## config.mk

```make
export PLATFORM = sky130hd
export DESIGN_NAME = sift_keypoint_collector
export DESIGN_NICKNAME = d
export VERILOG_FILES = /design/src/rtl/sift_pkg.sv /design/src/rtl/sift_kp_fifo.sv /design/src/rtl/sift_keypoint_collector.sv
export SDC_FILE = /design/constraint.sdc
export NUM_CORES = 1
export LEC_CHECK = 0
export CORE_ASPECT_RATIO = 1.75
export CORE_MARGIN = 3
export CORE_UTILIZATION = 30
export DETAILED_ROUTE_END_ITERATION = 6
export DONT_BUFFER_PORTS = 1
export PLACE_DENSITY_LB_ADDON = 0.3
export REMOVE_ABC_BUFFERS = 1
export SYNTH_ARGS = -nofsm -noshare
export SYNTH_HDL_FRONTEND = slang
export SYNTH_SLANG_ARGS = --single-unit
```

## constraint.sdc

```tcl
create_clock -name iclk -period 9.2 [get_ports iclk]
set_clock_uncertainty 0.15 [all_clocks]
set_input_delay 1.84 -clock iclk [delete_from_list [all_inputs] [get_ports iclk]]
set_output_delay 1.84 -clock iclk [all_outputs]
set_load 0.05 [all_outputs]
```

## src/rtl/sift_pkg.sv

```systemverilog
// Shared SIFT stream definitions: default image geometry, keypoint record and
// collector FSM states.
package sift_pkg;
  localparam int IMG_W = 640;
  localparam int IMG_H = 480;
  localparam int X_W   = 10;
  localparam int Y_W   = 9;

  typedef struct packed {
    logic [Y_W-1:0] y;
    logic [X_W-1:0] x;
  } kp_rec_t;

  typedef enum logic [1:0] {WAIT_SOF, ACTIVE, DONE} state_t;
endpackage

```

## src/rtl/sift_kp_fifo.sv

```systemverilog
// Synchronous first-word-fall-through FIFO; head entry is visible on rd_data
// while not empty, and a write is accepted at full when a read pops the same cycle.
module sift_kp_fifo #(
  parameter int DEPTH = 16,
  parameter int W     = 19
) (
  input  logic         iclk,
  input  logic         irst_n,
  input  logic         wr_en,
  input  logic [W-1:0] wr_data,
  input  logic         rd_en,
  output logic [W-1:0] rd_data,
  output logic         full,
  output logic         empty
);
  localparam int AW = $clog2(DEPTH);

  logic [DEPTH-1:0][W-1:0] mem;
  logic [AW-1:0]           wr_ptr, rd_ptr;
  logic [AW:0]             cnt;
  logic                    do_wr, do_rd;

  assign empty   = (cnt == '0);
  assign full    = (cnt == (AW+1)'(DEPTH));
  assign do_rd   = rd_en && !empty;
  assign do_wr   = wr_en && (!full || do_rd);
  assign rd_data = mem[rd_ptr];

  // Storage is reset so the head reads zero straight out of reset.
  always_ff @(posedge iclk or negedge irst_n) begin
    if (!irst_n) begin
      mem    <= '0;
      wr_ptr <= '0;
      rd_ptr <= '0;
      cnt    <= '0;
    end else begin
      if (do_wr) begin
        mem[wr_ptr] <= wr_data;
        wr_ptr      <= wr_ptr + AW'(1);
      end
      if (do_rd) rd_ptr <= rd_ptr + AW'(1);
      cnt <= cnt + (AW+1)'(do_wr) - (AW+1)'(do_rd);
    end
  end
endmodule

```

## src/rtl/sift_keypoint_collector.sv

```systemverilog
// Tracks raster position of the detector stream, buffers in-border keypoints as
// {y, x} records and keeps per-frame count and overflow statistics.
module sift_keypoint_collector #(
  parameter int IMG_W  = sift_pkg::IMG_W,
  parameter int IMG_H  = sift_pkg::IMG_H,
  parameter int X_W    = sift_pkg::X_W,
  parameter int Y_W    = sift_pkg::Y_W,
  parameter int BORDER = 2,
  parameter int DEPTH  = 16
) (
  input  logic           iclk,
  input  logic           irst_n,
  input  logic           isof,
  input  logic           idata_en,
  input  logic           ikeypoint_en,
  input  logic           iready,
  input  logic           iclr_ovf,
  output logic           okp_valid,
  output logic [X_W-1:0] okp_x,
  output logic [Y_W-1:0] okp_y,
  output logic           oframe_done,
  output logic [15:0]    oframe_kp_count,
  output logic           ooverflow,
  output logic [7:0]     odrop_count
);
  import sift_pkg::*;

  localparam logic [X_W-1:0] X_LO  = X_W'(BORDER);
  localparam logic [X_W-1:0] X_HI  = X_W'(IMG_W - BORDER);
  localparam logic [X_W-1:0] X_END = X_W'(IMG_W - 1);
  localparam logic [Y_W-1:0] Y_LO  = Y_W'(BORDER);
  localparam logic [Y_W-1:0] Y_HI  = Y_W'(IMG_H - BORDER);
  localparam logic [Y_W-1:0] Y_END = Y_W'(IMG_H - 1);

  state_t             state, state_nxt;
  logic [X_W-1:0]     x, cur_x;
  logic [Y_W-1:0]     y, cur_y;
  logic [15:0]        run_cnt, run_base, run_nxt;
  logic               pix, last_pix, in_border, kp_q, rd, wr_ok, drop;
  logic               fifo_full, fifo_empty;
  logic [X_W+Y_W-1:0] rd_data;

  // A start-of-frame strobe makes the coincident pixel (0,0) of the new frame.
  always_comb begin
    cur_x     = isof ? '0 : x;
    cur_y     = isof ? '0 : y;
    pix       = (state == ACTIVE) && idata_en;
    last_pix  = pix && (cur_x == X_END) && (cur_y == Y_END);
    in_border = (cur_x >= X_LO) && (cur_x < X_HI) && (cur_y >= Y_LO) && (cur_y < Y_HI);
    kp_q      = pix && ikeypoint_en && in_border;
    rd        = okp_valid && iready;
    wr_ok     = !fifo_full || rd;
    drop      = kp_q && !wr_ok;
    run_base  = isof ? '0 : run_cnt;
    run_nxt   = run_base + 16'(kp_q && wr_ok && (run_base != 16'hFFFF));
    state_nxt = state;
    case (state)
      WAIT_SOF: if (isof) state_nxt = ACTIVE;
      ACTIVE:   if (last_pix) state_nxt = DONE;
      DONE:     state_nxt = isof ? ACTIVE : WAIT_SOF;
      default:  state_nxt = WAIT_SOF;
    endcase
  end

  always_ff @(posedge iclk or negedge irst_n) begin
    if (!irst_n) begin
      state           <= WAIT_SOF;
      x               <= '0;
      y               <= '0;
      run_cnt         <= '0;
      oframe_kp_count <= '0;
      ooverflow       <= 1'b0;
      odrop_count     <= '0;
    end else begin
      state <= state_nxt;
      if (state != ACTIVE) begin
        if (isof) begin
          x       <= '0;
          y       <= '0;
          run_cnt <= '0;
        end
      end else begin
        run_cnt <= run_nxt;
        if (pix) begin
          if (cur_x == X_END) begin
            x <= '0;
            y <= cur_y + Y_W'(1);
          end else begin
            x <= cur_x + X_W'(1);
            y <= cur_y;
          end
        end else if (isof) begin
          x <= '0;
          y <= '0;
        end
        if (last_pix) oframe_kp_count <= run_nxt;
      end
      // A drop in the same cycle as a clear leaves one drop recorded.
      if (drop) begin
        ooverflow   <= 1'b1;
        odrop_count <= iclr_ovf ? 8'd1 :
                       (odrop_count == 8'hFF) ? odrop_count : odrop_count + 8'd1;
      end else if (iclr_ovf) begin
        ooverflow   <= 1'b0;
        odrop_count <= '0;
      end
    end
  end

  sift_kp_fifo #(.DEPTH(DEPTH), .W(X_W+Y_W)) u_fifo (
    .iclk    (iclk),
    .irst_n  (irst_n),
    .wr_en   (kp_q),
    .wr_data ({cur_y, cur_x}),
    .rd_en   (rd),
    .rd_data (rd_data),
    .full    (fifo_full),
    .empty   (fifo_empty)
  );

  assign okp_valid      = !fifo_empty;
  assign {okp_y, okp_x} = rd_data;
  assign oframe_done    = (state == DONE);
endmodule

```

* Word level (Yosys, flattened, before mapping) *
Index checks and enable logic that the tools add are counted.

word-level totals
  word-level logic and storage cells = 104
  input bits = 7
  register bits after elaboration = 379
  output and inout port bits = 46

cells by class
  order comparisons = 7
  mux-type cells = 25
  equality and inequality tests = 11
  $add $sub $neg = 8
  bitwise operators = 1
  reductions and logical operators = 26

operators by type and width
  cell                     count
  $bwmux W304              1
  $bmux W19 S4             1
  $demux W19 S4            1
  $mux W10                 4
  $mux W19                 2
  $mux W9                  4
  $mux W16                 2
  $mux W8                  4
  $add A16 B1 Y16          1
  $ne A16 B16 Y1 const B   1
  $logic_and A1 B1 Y1      15
  $add A10 B1 Y10 const B  1
  $eq A10 B10 Y1 const B   1
  $ge A10 B2 Y1 const B    1
  $lt A10 B10 Y1 const B   1
  $lt A4 B5 Y1 const B     2
  $add A9 B1 Y9 const B    1
  $eq A9 B9 Y1 const B     1
  $ge A9 B2 Y1 const B     1
  $lt A9 B9 Y1 const B     1
  $add A4 B1 Y4 const B    2
  $add A8 B1 Y8 const B    1
  $eq A8 B8 Y1 const B     1
  $ne A2 B2 Y1 const B     3
  17 further kinds         25

* Logic depth before layout (Yosys ltp) *
Gate-level depths: netlist of the first run.

  depth in word-level cells = 10
  gate-level depth with buffers = 22
  mapped depth without buffers = 15

* By module *
From an unflattened synthesis of the first run, not the netlist that was laid out.

second synthesis, totals
  cell total of the unflattened synthesis = 1264
  area, all modules = 18783.0 sq um

modules (own cells, without submodules)
  module                   cells each  area each (sq um)  times used  seq. area each (sq um)
  sift_kp_fifo             897         15302.2            1           7932.6
  sift_keypoint_collector  367         3480.8             1           1551.5

* Worst setup path before layout of the first run *
OpenSTA, ideal clock, no wires.

  path type = input to register
  start point = input isof
  end point = register run_cnt[14]
  required time = 8.918 ns
  stages on the path = 22
  path buffers = 7
  arrival time = 5.765 ns
  path slack = 3.153 ns
  library setup time = 0.132 ns
  cells stage by stage = buf_4 -> clkbuf_1 -> clkbuf_1 -> nor2b_1 -> clkbuf_1 -> clkbuf_1 -> inv_1 -> ha_1 -> nor4_1 -> a32oi_1 -> o31ai_1 -> buf_2 -> buf_2 -> nor2_1 -> o31a_1 -> ha_1 -> ha_1 -> nand3b_1 -> or4_1 -> nor3_1 -> xnor2_1 -> nor2_1

between the ends
  word-level cells in the longest chain between the ends = 10
  elaborated cells on any way between the ends = 16
  those cells by class = add/sub: 1; order compare: 4; eq/ne: 1; mux: 4; reduce/logical: 6

RTL lines
  item                                             line                           text
  start, declared                                  sift_keypoint_collector.sv:13  input logic isof,
  $mux W10 (*)                                     -
  named net cur_x[0]                               sift_keypoint_collector.sv:36  logic [X_W-1:0] x, cur_x;
  $ge A10 B2 Y1 or $lt A10 B10 Y1 (tied branches)  sift_keypoint_collector.sv:49  in_border = (cur_x >= X_LO) && (cur_x < X_HI) && (cur_y >= Y_LO) && (cur_y < Y_HI);
  $logic_and A1 B1 Y1 (*) (3 in series)            sift_keypoint_collector.sv:49
  $logic_and A1 B1 Y1 (*)                          sift_keypoint_collector.sv:50  kp_q = pix && ikeypoint_en && in_border;
  $logic_and A1 B1 Y1 (*) (2 in series)            sift_keypoint_collector.sv:55  run_nxt = run_base + 16'(kp_q && wr_ok && (run_base != 16'hFFFF));
  $add A16 B1 Y16 (*)                              sift_keypoint_collector.sv:55
  $mux W16 (*)                                     sift_keypoint_collector.sv:76  if (state != ACTIVE) begin
  end signal, assigned                             sift_keypoint_collector.sv:83  run_cnt <= run_nxt;
  end, declared                                    sift_keypoint_collector.sv:38  logic [15:0] run_cnt, run_base, run_nxt;

Mark *: on every way through the listed nets, which the timed path passes. The rest lies on a longest branch.
A chain may end at the register's enable or synchronous reset.

* Worst setup path after layout of the first run *
  start point = register u_fifo.rd_ptr[0]
  end point = output okp_x[7]

between the ends
  word-level cells in the longest chain between the ends = 2

RTL lines
  item                            line                           text
  start, declared                 sift_kp_fifo.sv:19             logic [AW-1:0] wr_ptr, rd_ptr;
  start signal, assigned          sift_kp_fifo.sv:41             if (do_rd) rd_ptr <= rd_ptr + AW'(1);
  $bmux W19 S4                    sift_kp_fifo.sv:27             assign rd_data = mem[rd_ptr];
  $mux W19 (not written as such)  sift_kp_fifo.sv:27
  end, declared                   sift_keypoint_collector.sv:19  output logic [X_W-1:0] okp_x,

Every way passes these cells. The select of a mux whose other input is x is not followed.

==> summary.md, run 1 <==
| Metric | Value |
|---|---|
| Status | `completed` |
| H-tree Lvls | `2` |
| RSZ-0062 raised after global routing | `no` |
| Post-CTS sizing | `0` |
| CTS Buf Count | `36` |
| Commonest non-fill, non-tap cell in the layout | `dfrtp_1` |
| Fillers | `6020` |
| Hold_sp | `u_fifo.mem[270]` |
| Predominant post-synthesis flop cell | `dfrtp_1` |
| PortBufs | `0` |
| Maxcap violations | `0` |
| DP HPWL | `26630 um` |
| Most frequent cells in the layout | `dfrtp_1 (376), mux2_2 (198), mux2_4 (110)` |
| Least-Margin Pin Slew | `approximately 1.3 ns` |
| Cells on worst reg2reg path | `15` |
| NetSw | `1.006 mW` |
| Setup_tns | `0 ns` |
| CTS root buffer | `clkbuf_16` |
| Total grt overflow | `0` |
| Num ports | `53` |
| Family with the most delay on the worst path | `multiplexers` |
| Die area | `between 0.06 and 0.07 mm2` |
| RD Place Congestion | `0.7623` |
| Cell Area, Synth | `~0.019 mm2` |
| Setup Fix Bufs, Post-CTS | `0` |
| Slowest-stage cell, CP | `dfrtp_4` |
| Fin crit share | `62.15%` |
| Share of layout cells above drive strength 1 | `41.27%` |
| Final setup viols | `0` |
| Clk pwr share | `40.0%` |
| Post-Syn Instances | `1246` |
| Slew Limit Fails | `0` |
| Post-synthesis adder-cell area fraction | `under 10%` |
| Final WL | `between 40000 and 50000 um` |
| Worst r2r src | `x[1]` |
| Top Layer Used | `met4` |
| Drt wl/cell | `22.24 um` |
| Max-slew headroom | `10.25%` |
| CP Capture Type | `output port` |
| First-pass GRT wire length | `~71000 um` |
| Crit path kind | `reg -> out` |
| Peak per-stage delay on the critical path | `1.05 ns` |
| Largest area contributor in the netlist | `dfrtp_1` |
| Core ar. | `0.06126 mm2` |
| CTS tree | `done` |
| Routed wl met3 | `between 1500 and 2000 um` |
| Switching Fraction | `a little over a quarter` |
| CP most frequent cell | `mux4_2` |
| Part of the power in combinational logic | `11.8%` |
| PwrDens | `183.3 mW/mm2` |
| R2r setup slk | `4.36 ns` |
| Worst r2r dst | `run_cnt[14]` |
| Fmax | `around 0.17 GHz` |
| Iter 0 DRT Violations | `between 600 and 700` |
| Die X | `between 150 and 200 um` |
| Hold Path Stages | `1` |
| Final nets | `1257` |
| Compound-Gate Fraction of Synth Area | `1.645%` |
| XOR/XNOR Fraction of Synth Area | `~2.5%` |
| Async set-reset flop share out of synthesis | `between 90% and 100%` |
| Sequential area share after synthesis | `51.10%` |
| Min Tclk post-route | `roughly 5.7 ns` |
| Die H | `335.0 um` |
| Total GRT Usage | `14.14%` |
| Mux share of post-synthesis cell area | `32.49%` |
| Antenna diodes | `0` |
| Initial DRT Pass Iterations | `4` |
| CP Launch Type | `register` |
| Worst Path Arrival | `around 3.7 ns` |
| Met2 routed wirelength | `24260 um` |
| Crit-path cells | `buf_4, mux4_2, mux4_2` |
| Pin count of the biggest net entering global routing | `380` |
| Synth area leaders | `dfrtp_1 (51%), mux2_2 (12%), mux4_2 (12%), mux2_4 (8.9%), xnor2_1 (1.6%)` |
| Final hold violations | `0` |
| Worst path bufs/invs | `1` |
| Hold buffers post-CTS | `0` |
| Max VDD drop | `about 0.00013 V` |
| WP data required | `7.21 ns` |
| Post-synthesis to final-layout area growth | `10.26%` |
| Part of the power in registers | `48.2%` |
| Starting Density | `30.30%` |
| Clock Tree Buf Depth | `3` |
| Cell row count | `120` |
| Mean Syn Cell Area | `around 15 um2` |
| Yosys Warn Count | `0` |
| M1 WL | `18450 um` |
| CP Depth | `3` |
| Worst-path maximum fanout | `between 40 and 50` |
| Vias in the first global route | `11360` |
| Clk_lat worst skew | `~0.55 ns` |
| Tot Pwr | `between 3 and 4 mW` |
| Post-synth top area share | `51.10%` |
| Drt via density | `4.998` |
| Clk slew on worst S/H paths | `0.07 ns` |
| Main combinational cell family by area after synthesis | `multiplexers` |
| Min-Delay Path Class | `reg -> reg` |
| Hold path endpoint | `u_fifo.mem[270]` |
| Initial antenna violation count | `0` |
| Int Pwr | `roughly 2.7 mW` |
| Antenna Nets Post-Route | `0` |
| #FFs+latches synth | `~380` |
| Number of synthesized flops with an enable pin | `0` |
| Synth Area in Simple Gates | `under 10%` |
| Via count | `10240` |
| Post-synth cell types | `56` |
| Leakage | `9.431 nW` |
| DRC | `0` |
| CTS Sinks | `approximately 380` |
-- logic make-up after synthesis --
group                      count (synthesis)
xor gates and xnor gates                  52
muxes                                    404
and+or+nand+nor                          234
buffers and inverters                    113
DFF                                      379
adders and majority gates                 20
AOI/OAI and AO/OA                         44
-- state kept, by name (all words and copies together), names as in the netlist --
| signal | flops |
|---|---|
| u_fifo.rd_ptr | 4 |
| y | 9 |
| u_fifo.mem | 304 |
| run_cnt | 16 |
| ooverflow | 1 |
| u_fifo.cnt | 5 |
| oframe_kp_count | 16 |
| state | 2 |
| odrop_count | 8 |
| u_fifo.wr_ptr | 4 |
| x | 10 |
-- through the flow --
stage	util, %	cells	hold WS [ns]	worst slack, ns	area, um2
floorplan	-	1155	0.3240	1.669	18020
global placement	31.52	1984	0.3320	2.978	19310
detailed placement	31.52	1984	0.3369	2.948	19310
CTS	33.39	2047	0.3525	3.312	20460
global route	33.41	2048	0.3579	3.212	20460
finish	33.41	2048	0.3515	3.482	20460
-- how the worst max path moves through the flow --
| stage | end | startpoint |
|---|---|---|
| after floorplan | oframe_kp_count[8] | isof |
| after global placement | run_cnt[14] | isof |
| after detailed placement | run_cnt[14] | isof |
| after CTS | okp_x[7] | u_fifo.rd_ptr[0] |
| after global routing | oframe_kp_count[14] | isof |
| final | okp_x[7] | u_fifo.rd_ptr[0] |
-- final cells by class --
cell class | count | area (um2) | share of cell area (%)
clock inverters | 6 | 67.56 | 0.3302
multi-input cells | 754 | 8471 | 41.39
inverters | 22 | 82.58 | 0.4035
well taps | 793 | 992.2 | 4.848
flip-flops and latches | 379 | 9493 | 46.39
clock buffers | 57 | 1081 | 5.282
repair buffers | 37 | 277.8 | 1.357
-- power by group through the flow --
stage / sequential (mW) / combinational, mW / clock, mW
2_1_floorplan: 1.88 / 0.269 / 0
3_3_place_gp: 1.85 / 0.449 / 0
3_5_place_dp: 1.85 / 0.454 / 0
4_1_cts: 1.81 / 0.454 / 1.55
5_1_grt: 1.82 / 0.476 / 1.61
6_report: 1.81 / 0.443 / 1.50
-- cells in the mapped netlist (all sizes together), types with 4 or more instances --
cell type    n
a21oi        6
and3         9
mux4        95
ha          19
xor2        18
nor2b       30
nor2        36
dfrtp      379
buf         29
and3b        5
nand4       13
o31ai        8
nor3        22
and2         4
mux2       308
nor4        12
inv         22
o21ai       14
nand3       17
nand3b       4
xnor2       34
clkbuf      62
nand2       60
or4          5
-- per-layer routing --
metal	track usage, %	up-vias
met1	16.86	5496
met5	0	-
met4	4.174	0
li1	-	4497
met2	26.24	193
met3	2.161	50
Power figures use the tool's default switching activity.
==> run 2, diff against run 1 <==
clock period = 6 ns   (was 9.2 ns; I/O delays follow)
==> run 2 against run 1 <==
Sequential power is 57% higher. Final area rose by 0.86%. Clock power grew 63%. Critical endpoint is now okp_x[1]. Die area unchanged. First-iteration DRC count down 18%. Critical path depth unchanged. Combinational power up 39%. Final cell count rose by 0.68%.
==> summary.md, run 2 (synthesized netlist as in run 1, its figures left out) <==
| Metric | Value |
|---|---|
| Status | `completed (unchanged)` |
| Most frequent cells in the layout | `dfrtp_1 (376), mux2_2 (198), mux2_4 (110) (unchanged)` |
| Drt wl/cell | `22.20 um (was 22.24 um)` |
| Core ar. | `0.06126 mm2 (unchanged)` |
| Max reg flops | `304 (unchanged)` |
| Crit path kind | `reg -> out (unchanged)` |
| R2r setup slk | `2.10 ns (was 4.36 ns)` |
| Vias in the first global route | `11550 (was 11360)` |
| Setup Fix Bufs, Post-CTS | `0 (unchanged)` |
| Least-Margin Pin Slew | `1.095 ns (was 1.346 ns)` |
| Min Tclk post-route | `4.528 ns` |
| Fin crit share | `between 70% and 80%` |
| CP Launch Type | `register (unchanged)` |
| CP Capture Type | `output port (unchanged)` |
| Starting Density | `30.30% (unchanged)` |
| Worst-path maximum fanout | `38 (was 44)` |
| CTS tree | `done (unchanged)` |
| Drt via density | `4.984 (was 4.998)` |
| Commonest non-fill, non-tap cell in the layout | `dfrtp_1 (unchanged)` |
| Maxcap violations | `0 (unchanged)` |
| Worst Path Arrival | `3.18 ns (was 3.73 ns)` |
| Top flop regs | `u_fifo.mem x304, oframe_kp_count x16, run_cnt x16 (unchanged)` |
| First-pass GRT wire length | `72290 um (was 71170 um)` |
| RSZ-0062 raised after global routing | `no (unchanged)` |
| Num ports | `53 (unchanged)` |
| Antenna Nets Post-Route | `0 (unchanged)` |
| Setup_tns | `0 ns (unchanged)` |
| Antenna diodes | `0 (unchanged)` |
| Hold slack | `0.2425 ns (was 0.3515 ns)` |
| H-tree Lvls | `2 (unchanged)` |
| DP HPWL | `28030 um (was 26630 um)` |
| Final nets | `1267 (was 1257)` |
| Setup ws final | `1.472 ns (was 3.482 ns)` |
| DRC | `0 (unchanged)` |
| Max-slew headroom | `27.01% (was 10.25%)` |
| Placed cells | `1994 (was 1984)` |
| Final hold violations | `0 (unchanged)` |
| Slew Limit Fails | `0 (unchanged)` |
| Initial DRT Pass Iterations | `4 (unchanged)` |
| Pre-CTS setup slack | `1.284 ns (was 2.948 ns)` |
| Top reg by flops | `u_fifo.mem (unchanged)` |
| Clk slew on worst S/H paths | `0.06 ns (was 0.07 ns)` |
| Iter 0 DRT Violations | `509 (was 623)` |
| Final WL | `45770 um (was 45550 um)` |
| Cell row count | `120 (unchanged)` |
| Min-Delay Path Class | `in -> async (was reg -> reg)` |
| WP data required | `4.65 ns (was 7.21 ns)` |
| Clock Tree Buf Depth | `3 (unchanged)` |
| Hold buffers post-CTS | `0 (unchanged)` |
| PortBufs | `0 (unchanged)` |
| Total grt overflow | `0 (unchanged)` |
| Die area | `0.06501 mm2 (unchanged)` |
| CTS root buffer | `clkbuf_16 (unchanged)` |
| Final setup viols | `0 (unchanged)` |
| Die H | `335.0 um (unchanged)` |
| Share of layout cells above drive strength 1 | `42.24% (was 41.27%)` |
| Post-CTS sizing | `0 (unchanged)` |
| Fmax | `0.2209 GHz` |
| Pin count of the biggest net entering global routing | `380 (unchanged)` |
| Final Non-Filler Cells | `2062 (was 2048)` |
| Max VDD drop | `0.0001655 V (was 0.0001309 V)` |
| Total GRT Usage | `14.21% (was 14.14%)` |
| RD Place Congestion | `0.7897 (was 0.7623)` |
| Leakage | `9.546 nW (was 9.431 nW)` |
| Via count | `10280 (was 10240)` |
| Initial antenna violation count | `0 (unchanged)` |
| Post-synthesis to final-layout area growth | `11.21% (was 10.26%)` |
| CTS Buf Count | `37 (was 36)` |
| Fin util | `33.69% (was 33.41%)` |
| PwrDens | `286.1 mW/mm2 (was 183.3 mW/mm2)` |
| Die X | `194.0 um (unchanged)` |
| Clk_lat worst skew | `0.55 ns (about the same)` |
| CTS Sinks | `379 (unchanged)` |
-- run 2: worst max-delay path, stage by stage, from the launching register on --
cell	delay, ns
dfrtp_4	0.94
buf_4	0.40
mux4_2	0.55
mux4_2	0.67
-- run 2: path summary, 6_finish.rpt --
kind,end,start,depth (start not counted)
max,okp_x[1],u_fifo.rd_ptr[0],3
min,u_fifo.mem[136],irst_n,0
max reg2reg,run_cnt[14],x[8],12
min reg2reg,u_fifo.mem[195],u_fifo.mem[195],1
max in group asynchronous,u_fifo.rd_ptr[1],irst_n,0
min in group iclk,u_fifo.mem[195],u_fifo.mem[195],1
-- run 2: layout make-up --
type | instances | area (um2)
well taps | 793 | 992.2
clock buffers | 58 | 1147
fillers | 6007 | 40620
multi-input cells | 754 | 8473
clock inverters | 10 | 107.6
inverters | 22 | 82.58
repair buffers | 46 | 345.3
flip-flops and latches | 379 | 9493
-- run 2: power by group --
part / switching [mW] / internal [mW]
Clock: 1.03 / 1.41
Combinational: 0.272 / 0.344
Sequential: 0.256 / 2.59
-- run 2: stage by stage --
step | cell area, um2 | power [mW]
after CTS | 20640 | 6.025
final | 20640 | 5.904
after detailed placement | 19380 | 3.539
after floorplan | 18020 | 3.296
after global placement | 19380 | 3.543
after global routing | 20640 | 6.158
-- run 2: metal layers --
metal	part of all wire [%]	GRT usage [%]	vias up
met5	0	0	-
met4	2.4	4.052	0
met3	2.8	1.749	58
met2	54	26.52	149
met1	41	17.16	5556
li1	-	-	4514
